==> config.mk <==
export PLATFORM = sky130hd
export DESIGN_NAME = adxl345_spi_responder
export DESIGN_NICKNAME = d
export VERILOG_FILES = /design/src/rtl/adxl345_spi_responder_pkg.sv /design/src/rtl/adxl345_spi_responder_spi_sync_edge.sv /design/src/rtl/adxl345_spi_responder.sv
export SDC_FILE = /design/constraint.sdc
export NUM_CORES = 1
export LEC_CHECK = 0
export CAP_MARGIN = 10
export CORE_UTILIZATION = 30
export CTS_CLUSTER_DIAMETER = 60
export DETAILED_ROUTE_END_ITERATION = 8
export RECOVER_POWER = 50
export REMOVE_ABC_BUFFERS = 1
export SYNTH_ARGS = -nofsm -noshare
export SYNTH_HDL_FRONTEND = slang
export SYNTH_HIERARCHICAL = 1
export SYNTH_SLANG_ARGS = --single-unit
==> constraint.sdc <==
create_clock -name Clk_100M -period 8.25 [get_ports Clk_100M]
set_input_delay 1.65 -clock Clk_100M [delete_from_list [all_inputs] [get_ports Clk_100M]]
set_output_delay 1.65 -clock Clk_100M [all_outputs]
set_load 0.01 [all_outputs]
==> src/rtl/adxl345_spi_responder_pkg.sv <==
// Shared register map, reset values and FSM encoding for the ADXL345 SPI responder.
package adxl345_spi_responder_pkg;

  localparam logic [5:0] ADDR_DEVID       = 6'h00;
  localparam logic [5:0] ADDR_BW_RATE     = 6'h2C;
  localparam logic [5:0] ADDR_POWER_CTL   = 6'h2D;
  localparam logic [5:0] ADDR_DATA_FORMAT = 6'h31;
  localparam logic [5:0] ADDR_DATAX0      = 6'h32;
  localparam logic [5:0] ADDR_DATAX1      = 6'h33;
  localparam logic [5:0] ADDR_DATAY0      = 6'h34;
  localparam logic [5:0] ADDR_DATAY1      = 6'h35;
  localparam logic [5:0] ADDR_DATAZ0      = 6'h36;
  localparam logic [5:0] ADDR_DATAZ1      = 6'h37;

  localparam logic [7:0] BW_RATE_RST     = 8'h0A;
  localparam logic [7:0] POWER_CTL_RST   = 8'h00;
  localparam logic [7:0] DATA_FORMAT_RST = 8'h00;

  typedef enum logic [1:0] {IDLE, CMD, RD, WR} state_t;

endpackage

==> src/rtl/adxl345_spi_responder_spi_sync_edge.sv <==
// Synchronises nCS/SClk/SDI into the system clock and flags SClk rising/falling edges.
module spi_sync_edge #(
  parameter int unsigned SYNC_STAGES = 2
) (
  input  logic clk,
  input  logic rst_n,
  input  logic ncs,
  input  logic sclk,
  input  logic sdi,
  output logic ncs_s,
  output logic sdi_s,
  output logic sclk_rise,
  output logic sclk_fall
);

  logic [SYNC_STAGES-1:0] ncs_ff;
  logic [SYNC_STAGES-1:0] sclk_ff;
  logic [SYNC_STAGES-1:0] sdi_ff;
  logic                   sclk_d;

  // nCS and SClk reset to their idle-high levels so no spurious edge follows reset
  always_ff @(posedge clk or negedge rst_n) begin
    if (!rst_n) begin
      ncs_ff  <= '1;
      sclk_ff <= '1;
      sdi_ff  <= '0;
      sclk_d  <= 1'b1;
    end else begin
      ncs_ff  <= {ncs_ff[SYNC_STAGES-2:0], ncs};
      sclk_ff <= {sclk_ff[SYNC_STAGES-2:0], sclk};
      sdi_ff  <= {sdi_ff[SYNC_STAGES-2:0], sdi};
      sclk_d  <= sclk_ff[SYNC_STAGES-1];
    end
  end

  assign ncs_s     = ncs_ff[SYNC_STAGES-1];
  assign sdi_s     = sdi_ff[SYNC_STAGES-1];
  assign sclk_rise = sclk_ff[SYNC_STAGES-1] & ~sclk_d;
  assign sclk_fall = ~sclk_ff[SYNC_STAGES-1] & sclk_d;

endmodule

==> src/rtl/adxl345_spi_responder.sv <==
// SPI mode-3 slave emulating the ADXL345 register interface, oversampled in the Clk_100M domain.
module adxl345_spi_responder
  import adxl345_spi_responder_pkg::*;
#(
  parameter int unsigned SYNC_STAGES = 2,
  parameter logic [7:0]  DEVID       = 8'hE5
) (
  input  logic        Clk_100M,
  input  logic        nReset,
  input  logic [15:0] X,
  input  logic [15:0] Y,
  input  logic [15:0] Z,
  input  logic        nCS,
  input  logic        SClk,
  input  logic        SDI,
  output logic        SDO,
  output logic        SDO_En,
  output logic [7:0]  BW_Rate,
  output logic [7:0]  Power_Ctl,
  output logic [7:0]  Data_Format,
  output logic        Write_Strobe,
  output logic [5:0]  Write_Addr
);

  logic ncs_s, sdi_s, sclk_rise, sclk_fall;

  spi_sync_edge #(.SYNC_STAGES(SYNC_STAGES)) u_sync (
    .clk       (Clk_100M),
    .rst_n     (nReset),
    .ncs       (nCS),
    .sclk      (SClk),
    .sdi       (SDI),
    .ncs_s     (ncs_s),
    .sdi_s     (sdi_s),
    .sclk_rise (sclk_rise),
    .sclk_fall (sclk_fall)
  );

  state_t      state;
  logic [2:0]  bit_cnt;
  logic [7:0]  shift_in;
  logic [7:0]  shift_out;
  logic        mb;
  logic [5:0]  addr;
  logic [15:0] x_h, y_h, z_h;

  logic [7:0]  byte_in;
  logic [5:0]  next_addr;

  assign byte_in   = {shift_in[6:0], sdi_s};
  assign next_addr = mb ? addr + 6'd1 : addr;

  function automatic logic [7:0] read_reg(input logic [5:0] a, input logic [15:0] xs,
                                          input logic [15:0] ys, input logic [15:0] zs);
    case (a)
      ADDR_DEVID:       read_reg = DEVID;
      ADDR_BW_RATE:     read_reg = BW_Rate;
      ADDR_POWER_CTL:   read_reg = Power_Ctl;
      ADDR_DATA_FORMAT: read_reg = Data_Format;
      ADDR_DATAX0:      read_reg = xs[7:0];
      ADDR_DATAX1:      read_reg = xs[15:8];
      ADDR_DATAY0:      read_reg = ys[7:0];
      ADDR_DATAY1:      read_reg = ys[15:8];
      ADDR_DATAZ0:      read_reg = zs[7:0];
      ADDR_DATAZ1:      read_reg = zs[15:8];
      default:          read_reg = 8'h00;
    endcase
  endfunction

  always_ff @(posedge Clk_100M or negedge nReset) begin
    if (!nReset) begin
      state        <= IDLE;
      bit_cnt      <= '0;
      shift_in     <= '0;
      shift_out    <= '0;
      mb           <= 1'b0;
      addr         <= '0;
      x_h          <= '0;
      y_h          <= '0;
      z_h          <= '0;
      SDO          <= 1'b0;
      SDO_En       <= 1'b0;
      BW_Rate      <= BW_RATE_RST;
      Power_Ctl    <= POWER_CTL_RST;
      Data_Format  <= DATA_FORMAT_RST;
      Write_Strobe <= 1'b0;
      Write_Addr   <= '0;
    end else begin
      Write_Strobe <= 1'b0;
      SDO_En       <= ~ncs_s;
      // nCS high overrides any coincident SClk edge, dropping partial bytes
      if (ncs_s) begin
        state   <= IDLE;
        bit_cnt <= '0;
        SDO     <= 1'b0;
      end else begin
        case (state)
          IDLE: state <= CMD;
          CMD: begin
            SDO <= 1'b0;
            if (sclk_rise) begin
              shift_in <= byte_in;
              bit_cnt  <= bit_cnt + 3'd1;
              if (bit_cnt == 3'd7) begin
                mb   <= byte_in[6];
                addr <= byte_in[5:0];
                x_h  <= X;
                y_h  <= Y;
                z_h  <= Z;
                if (byte_in[7]) begin
                  // live inputs equal the snapshot being captured this cycle
                  shift_out <= read_reg(byte_in[5:0], X, Y, Z);
                  state     <= RD;
                end else begin
                  state <= WR;
                end
              end
            end
          end
          RD: begin
            if (sclk_rise) begin
              bit_cnt <= bit_cnt + 3'd1;
              if (bit_cnt == 3'd7) begin
                addr      <= next_addr;
                shift_out <= read_reg(next_addr, x_h, y_h, z_h);
              end
            end else if (sclk_fall) begin
              SDO       <= shift_out[7];
              shift_out <= {shift_out[6:0], 1'b0};
            end
          end
          WR: begin
            if (sclk_rise) begin
              shift_in <= byte_in;
              bit_cnt  <= bit_cnt + 3'd1;
              if (bit_cnt == 3'd7) begin
                addr <= next_addr;
                case (addr)
                  ADDR_BW_RATE: begin
                    BW_Rate      <= byte_in;
                    Write_Strobe <= 1'b1;
                    Write_Addr   <= addr;
                  end
                  ADDR_POWER_CTL: begin
                    Power_Ctl    <= byte_in;
                    Write_Strobe <= 1'b1;
                    Write_Addr   <= addr;
                  end
                  ADDR_DATA_FORMAT: begin
                    Data_Format  <= byte_in;
                    Write_Strobe <= 1'b1;
                    Write_Addr   <= addr;
                  end
                  default: ;
                endcase
              end
            end
          end
          default: state <= IDLE;
        endcase
      end
    end
  end

endmodule

==> impl_metrics.ini <==
[worst_setup_path]
setup.worst_path.end_class = register
cp_data_arrival_time_ns = 4.82
cp_cell_sequence = nor2b_1, and3b_1, nand2_1, nor2_4, clkbuf_1, mux2_2
crit_slowest_cell = clkbuf_1
critical_path.max_stage_delay_ns = 2.15
cp_max_fo = 52
start_kind = register
cp.required_ns = 8.54
critPathKind = reg2reg
cp_top_family = buffers and inverters
cp_num_buf_inv = 1

[yosys]
synth_edf_count = 0
synth_area_leader_cell = dfrtp_1
synth.area.top_cells = dfrtp_1 (44%), mux2_2 (15%), dfstp_2 (3.0%)
ys_seq_elements = 115
ys_types = 61
postSynthCellCount = 542
syn_area_per_cell_sq_um = 11.3
syn_area_sq_mm = 0.00615
yosys_warnings = 6
synth_top_area_share_pct = 44.0
async_flop_share_pct = 100
ys.flop_type = dfrtp_1
yosysSeqAreaShare_pct = 47.0

[placement]
placed_area_sq_mm = 0.00722
dpl.hpwl_um = 12800
portBuffers = 85
place.gp.congestion = 0.890

[timing]
worstMarginPinSlew_ns = 3.06
period_share_pct = 54.9
setup-tns-final_ns = 0
timing.final.hold_violations = 0
fin_worst_skew_ns = 0.00739
relSlewSlack_pct = -104
setup_viol = 0
maxSlewViolCount = 108
max_freq_mhz = 221
rsz0062_at_grt = false
finalCriticalPeriod_ns = 4.53

[status]
status = complete, but fails checks
violations = capacitance limit, slew limit

[clock_tree]
clockRootBuffer = clkbuf_16
hold_buffers = 0
cts_inserted_buffers = 17
cts.sinks = 115
cts_resized = 0
cts.path.max_buffers = 2
clk_pin_slew_ns = 0.05
cts_setup_buffers = 0
htree_levels = 4
cts_tree = built
clk_latency_ns = 0.42

[hold_path]
hold_class = reg2reg

[grt]
grtUsageTotal_pct = 18.1
grt_overflow_total = 0
grt_max_degree = 63
first_global_vias = 5009
antenna_found_initial = 0
grt_pass1_wl_um = 29400

[cells_and_area]
post-route-util_pct = 39.3
syn2layout_area_growth_pct = 26.3
fill_cells = 1907
antenna_cells = 0
fin_nets = 669
final_cell_area_sq_mm = 0.00777
layout-drive-gt1-share_pct = 23.3

[drt]
drt_iter0_drc = 498
viasPerCell = 5.58
wl_um = 18500
dr_total_vias = 4947
drtAntennaViolNets = 0
wl_per_cell_um = 20.9
first_pass_iters = 6
post-route-drc-count = 0

[floorplan]
dieWidth_um = 145
io_pins = 86
core_sq_mm = 0.0198
die_h_um = 145
placementRows = 51
die_area_sq_mm = 0.0211
start_util_pct = 31.1

[flow_run]
drv_cap = 2

[power]
p_leak_uw = 0.00336
vdd_ir_drop_max_uv = 150
cellPowerDensity_mw_per_mm2 = 185
layer usage:
metal	part of all wire (%)	track usage [%]	vias to the layer above
met1	45	24.1	2516
li1	-	-	2190
met3	6.3	4.37	29
met5	0	0	-
met2	47	28.9	212
met4	1.8	5.53	0
synth_stat cells, drive strengths merged, types with 6 or more instances:
library cell  count
nor2             31
nor3              6
dfstp             7
and3              8
mux2i            17
mux4              7
a221o            11
nor2b             6
mux2             84
a21oi            17
o22ai             8
buf               9
and2              6
inv               6
nand2            32
a22o             16
a31oi             6
clkbuf           33
dfrtp           108
nand3            18
o21ai            28
worst register-to-register path: cells and delay by family, from the launching register on:
family        cells  cell delay [ns]
buf+inv           1             2.15
mux               1             0.55
flops             1             0.52
simple gates      4             1.19
state kept, by name, summed over array words and instances, names as in the netlist, 2 cells and up:
signal / count
shift_in: 7
x_h: 16
u_sync/ncs_ff: 2
u_sync/sclk_ff: 2
addr: 6
Write_Addr: 6
Data_Format: 8
bit_cnt: 3
Power_Ctl: 8
state: 2
shift_out: 8
y_h: 16
z_h: 16
u_sync/sdi_ff: 2
BW_Rate: 8
cell families (layout without fill, tap and decap cells):
logic type                 after synthesis  count (layout)  share of synthesized area, %
and+or+nand+nor                        133             133                          11.1
AOI/OAI and AO/OA                      130             130                          16.5
DFF                                    115             115                          47.0
muxes                                  108             108                          20.7
buffers and inverters                   48             128                          3.13
adders and majority gates                5               5                          1.02
xor gates and xnor gates                 3               3                         0.550
path summary, 6_finish.rpt:
| kind | from | endpoint | slack [ns] | cells after the start |
|---|---|---|---|---|
| max in group asynchronous | nReset | Power_Ctl[7] | 3.97 | 2 |
| setup reg to reg | u_sync/sclk_ff[1] | x_h[4] | 3.72 | 6 |
| hold / removal | u_sync/sdi_ff[0] | u_sync/sdi_ff[1] | 0.34 | 0 |
| hold reg to reg | u_sync/sdi_ff[0] | u_sync/sdi_ff[1] | 0.34 | 0 |
| setup / recovery | u_sync/sclk_ff[1] | x_h[4] | 3.72 | 6 |
| min in group asynchronous | nReset | x_h[4] | 2.20 | 1 |
cells in the final DEF, fill, tap and decap left out, drive strengths merged, types with 5 or more instances in the layout:
master | netlist | final
nand4 | 5 | 5
dfrtp | 108 | 108
and2 | 6 | 6
a22o | 16 | 16
a32o | 5 | 5
inv | 6 | 6
clkinv | 0 | 7
a22oi | 5 | 5
ha | 5 | 5
mux2 | 84 | 84
a221o | 11 | 11
a21oi | 17 | 17
clkdlybuf4s50 | 0 | 81
nor3 | 6 | 6
buf | 9 | 6
mux2i | 17 | 17
a31oi | 6 | 6
nor2 | 31 | 31
nand2b | 5 | 5
clkbuf | 33 | 21
nor2b | 6 | 6
a211oi | 5 | 5
mux4 | 7 | 7
nand3 | 18 | 18
o21ai | 28 | 28
o22ai | 8 | 8
dfstp | 7 | 7
nand2 | 32 | 32
and3 | 8 | 8
through the flow:
stage | worst slack (ns) | cells | hold slack, ns | power [uW]
after floorplan | 4.24 | 500 | 0.331 | 661
after global placement | 4.84 | 857 | 0.337 | 739
after detailed placement | 4.78 | 857 | 0.336 | 741
after CTS | 4.84 | 887 | 0.347 | 1440
after global routing | 3.28 | 887 | 0.349 | 1480
final | 3.72 | 887 | 0.343 | 1430
layout make-up:
cell class / instances / area, sq um / area share, %
multi-input cells: 379 / 3080 / 39.6
flip-flops and latches: 115 / 2890 / 37.2
repair buffers: 92 / 893 / 11.5
clock buffers: 19 / 443 / 5.70
well taps: 265 / 332 / 4.27
clock inverters: 11 / 114 / 1.47
inverters: 6 / 22.5 / 0.290
report_power, final:
part | total (uW) | switching [uW] | internal (uW)
clock | 703 | 259 | 445
sequential | 611 | 34.5 | 577
combinational | 120 | 60.4 | 60.1
(Power assumes the default switching activity.)
==> RTL change 1: new RTL, same settings <==
`SYNC_STAGES` is set to 2 in 2 places; all go to 4.
--- a/src/rtl/adxl345_spi_responder_spi_sync_edge.sv
+++ b/src/rtl/adxl345_spi_responder_spi_sync_edge.sv
@@ -2,3 +2,3 @@
 module spi_sync_edge #(
-  parameter int unsigned SYNC_STAGES = 2
+  parameter int unsigned SYNC_STAGES = 4
 ) (
--- a/src/rtl/adxl345_spi_responder.sv
+++ b/src/rtl/adxl345_spi_responder.sv
@@ -4,3 +4,3 @@
 #(
-  parameter int unsigned SYNC_STAGES = 2,
+  parameter int unsigned SYNC_STAGES = 4,
   parameter logic [7:0]  DEVID       = 8'hE5
Check against the original RTL: not equivalent (a bounded check fails within 4 cycles, from zero or initial values and one cycle with nReset low).
==> RTL change 1 against the unedited design <==
- the run still ends with capacitance limit, slew limit left
- sequential cell count is 6 higher
- non-clock buffer count is the same
- design area grew 2.1%
- area after synthesis up 2.5%
- worst setup slack improved by 0.12 ns
- die area is 2.5% higher
- power is 3.3% higher
- maximum frequency rose by 2.8%
- routed wire length up 2.3%
- largest power group unchanged
==> RTL change 1: results (changes against the unedited design) <==
violated checks capacitance limit, slew limit; seq pwr 636 uW (+4.1%); fraction of layout cells with a size suffix above 1 23.7% (+0.34 points); top post-synthesis cells by count dfrtp_1 (110), mux2_2 (84), clkbuf_1 (33), nand2_1 (32), nor2_1 (31); Slew HR -110% (-5.3 points); met2 GRT Util 27.4% (-1.5 points); Pint 1110 uW (+2.6%); Hold WS 0.345 ns (+0.00133 ns); met3 usage 5.34% (+0.97 points); Worst Path Arrival 4.86 ns (+0.04 ns); dpl ws 4.78 ns (+0.00257 ns); pin count of the biggest net entering global routing 67 (+6.3%); drt pass-1 iters 5 (-1); GR Util met1 24.9% (+0.72 points); Placed Cells 868 (+1.3%); clk_skew 0.0109 ns (+0.00348 ns); nets@finish 675 (+0.90%); post-route insts no fill 900 (+1.5%); Worst Hold Class flip-flop to flip-flop; cell family with the largest share of critical-path delay buffers and inverters; Final GP Congestion 0.880 (-1.1%); dpl hpwl 13000 um (+2.1%); largest stage delay on the critical path 2.19 ns (+0.04 ns); top post-synthesis cells by area dfrtp_1 (44%), mux2_2 (15%), dfstp_2 (4.6%), mux2i_1 (2.7%), mux4_2 (2.5%); first-pass GRT wire length 29900 um (+2.0%); Clk network pwr share 48.6% (-0.4 points); Max-Cap Viols 2 (unchanged); Max FO, Critical Path 66 (+27%); switching power 373 uW (+5.4%); Total GRT Usage 18.3% (+0.21 points); Leak 0.00342 uW (+2.0%); register area share after synthesis 48.3% (+1.3 points); status finished, violations left; Mapped Avg Cell Area 11.5 um^2 (+1.4%); Final Max Tran Viols 82 (-24%)
RTL change 1: cell count changes in the layout (fill, tap and decap cells not counted), moves of 2 or more:
cell	delta
dfstp_2	+4
clkinv_2	-2
clkinv_4	+2
dfrtp_1	+2
RTL change 1: cells by family after synthesis:
family / synth area share [%]
AOI/OAI and AO/OA: 16.1
xor gates and xnor gates: 0.536
adders and majority gates: 0.993
buffers and inverters: 3.06
DFF: 48.3
muxes: 20.2
and+or+nand+nor: 10.8
RTL change 1: final cells by class:
cell class	count	area, um^2
Fill cell	1975	12500
Tap cell	270	338
Multi-Input combinational cell	379	3070
Sequential cell	121	3040
Inverter	6	22.5
Timing Repair Buffer	92	897
Clock buffer	20	437
Clock inverter	12	129
RTL change 1: routing by layer:
| layer | vias up | wire, um |
|---|---|---|
| li1 | 2218 | - |
| met1 | 2546 | 8440 |
| met2 | 254 | 8490 |
| met3 | 48 | 1470 |
| met4 | 0 | 528 |
| met5 | - | 0 |
RTL change 1: path summary, 6_finish.rpt:
| check | start | end | cells past startpoint |
|---|---|---|---|
| setup / recovery | nReset | x_h[9]$_DFFE_PN0P_ | 2 |
| hold / removal | u_sync/sdi_ff[0]$_DFF_PN0_ | u_sync/sdi_ff[1]$_DFF_PN0_ | 0 |
| min in group asynchronous | nReset | u_sync/sdi_ff[1]$_DFF_PN0_ | 1 |
| max in group Clk_100M | u_sync/sclk_ff[3]$_DFF_PN1_ | z_h[13]$_DFFE_PN0P_ | 6 |
| setup reg to reg | u_sync/sclk_ff[3]$_DFF_PN1_ | z_h[13]$_DFFE_PN0P_ | 6 |
| hold reg to reg | u_sync/sdi_ff[0]$_DFF_PN0_ | u_sync/sdi_ff[1]$_DFF_PN0_ | 0 |
==> RTL change 2: new RTL, same settings <==
Made on the original files. Re-encode `state_t` (4 states) as one-hot, 4 bits wide.
--- a/src/rtl/adxl345_spi_responder_pkg.sv
+++ b/src/rtl/adxl345_spi_responder_pkg.sv
@@ -18,3 +18,3 @@
 
-  typedef enum logic [1:0] {IDLE, CMD, RD, WR} state_t;
+  typedef enum logic [3:0] {IDLE = 4'b0001, CMD = 4'b0010, RD = 4'b0100, WR = 4'b1000} state_t;
 
Check against the original RTL: no difference found for any inputs over 10 cycles, from zero or initial values and one cycle with nReset low; not proved beyond that.
==> RTL change 2 against the unedited design <==
- the flow still finishes with violations (capacitance limit, slew limit)
- die area rose by 6.0%
- via count is 5.9% higher
- area after synthesis is 6.1% higher
- design area rose by 4.5%
- routed wire length up 6.7%
- cell count rose by 6.2%
- sequential cell count grew 2
- worst setup slack worse by 0.34 ns
- maximum frequency shrank 7.1%
- synthesized cell count is 8.3% higher
- power about the same
- largest power group unchanged
==> RTL change 2: results (changes against the unedited design) <==
VDD IR max 0.112 mV (-25%); nets@finish 712 (+6.4%); Total GRT Usage 18.8% (+0.65 points); DRC violation total after the first TritonRoute iteration 372 (-25%); Adder-Cell Fraction of Synth Area 0.959% (-0.059 points); Leak 0.00318 uW (-5.1%); status finished, violations left; vias in the first global route 5247 (+4.8%); top post-synthesis cells by area dfrtp_1 (42%), mux2_2 (14%), dfstp_2 (3.2%), mux4_2 (2.8%), a22oi_1 (2.4%); synth unique cells 83 (+36%); Max FO, Critical Path 74 (+42%); violated checks capacitance limit, slew limit; Synth Area in XOR/XNOR 0.921% (+0.37 points); top post-synthesis cells by count dfrtp_1 (109), mux2_2 (82), nand2_1 (41), nor2_1 (31), o21ai_0 (28); fraction of layout cells with a size suffix above 1 22.9% (-0.37 points); Compound-Gate Fraction of Synth Area 17.9% (+1.3 points); Final GP Congestion 0.795 (-11%); pin count of the biggest net entering global routing 75 (+19%); clk_skew 0.0119 ns (+0.00451 ns); Final Max Tran Viols 172 (+59%); Slew @ Worst Pin 2.87 ns (-0.197 ns); multiplexer share of the synthesized area 18.7% (-2.0 points); DR WL/cell 21.0 um (+0.48%); drt pass-1 iters 7 (+1); Max-Cap Viols 3 (+1)
==> RTL change 2: cell types whose count changed after synthesis, sizes merged, moves of 8 or more <==
cell	delta
mux2i	-13
a22oi	+16
nand2	+9
a221oi	+14
a22o	-9
buf	+14
clkbuf	-10
a222oi	+8
==> RTL change 2: final cells by class <==
type / instances / area [um^2]
fillers: 2062 / 13000
multi-input cells: 416 / 3350
flip-flops and latches: 117 / 2940
repair buffers: 94 / 900
clock buffers: 21 / 450
well taps: 275 / 344
clock inverters: 11 / 104
inverters: 8 / 30.0
==> RTL change 2: final timing paths <==
check | end | slack (ns) | startpoint
max in group Clk_100M | x_h[8]$_DFFE_PN0P_ | 4.49 | bit_cnt[0]$_DFFE_PN0P_
setup reg to reg | x_h[8]$_DFFE_PN0P_ | 4.49 | bit_cnt[0]$_DFFE_PN0P_
hold reg to reg | u_sync/sdi_ff[1]$_DFF_PN0_ | 0.35 | u_sync/sdi_ff[0]$_DFF_PN0_
min in group asynchronous | bit_cnt[1]$_DFFE_PN0P_ | 1.95 | nReset
setup / recovery | shift_in[3]$_DFFE_PN0P_ | 3.37 | nReset
hold / removal | u_sync/sdi_ff[1]$_DFF_PN0_ | 0.35 | u_sync/sdi_ff[0]$_DFF_PN0_
==> RTL change 2: logic make-up (layout without fill, tap and decap cells) <==
| group | after synthesis | count (layout) |
|---|---|---|
| compound gates | 156 | 156 |
| simple gates | 148 | 148 |
| flops | 117 | 117 |
| mux | 101 | 101 |
| buf+inv | 54 | 134 |
| xor+xnor | 6 | 6 |
| fa+ha+maj | 5 | 5 |
==> RTL change 2: routing by layer <==
layer  wire, um  part of all wire (%)  up-vias  GRT usage (%)
li1           -                     -     2382              -
met5          0                     0        -              0
met3       1090                   5.5       32           4.21
met4        393                   2.0        0           6.63
met2       9340                    47      190           29.7
met1       8920                    45     2636           25.0
==> RTL change 2: per-stage QoR <==
stage               instances  setup WS, ns  util [%]  hold slack [ns]  instance area (um^2)
finish                    942          3.37      38.4            0.348                  8120
global route              942          2.54      38.4            0.370                  8120
CTS                       941          4.65      38.4            0.349                  8130
detailed placement        909          4.67      35.8            0.337                  7570
global placement          909          4.74      35.8            0.332                  7570
floorplan                 541          5.32         -            0.331                  6310
==> RTL change 2: report_power, final <==
group	internal [uW]	switching, uW	total [uW]
clock	421	278	700
combinational	63.9	57.6	122
sequential	593	22.0	615
total	1080	358	1440
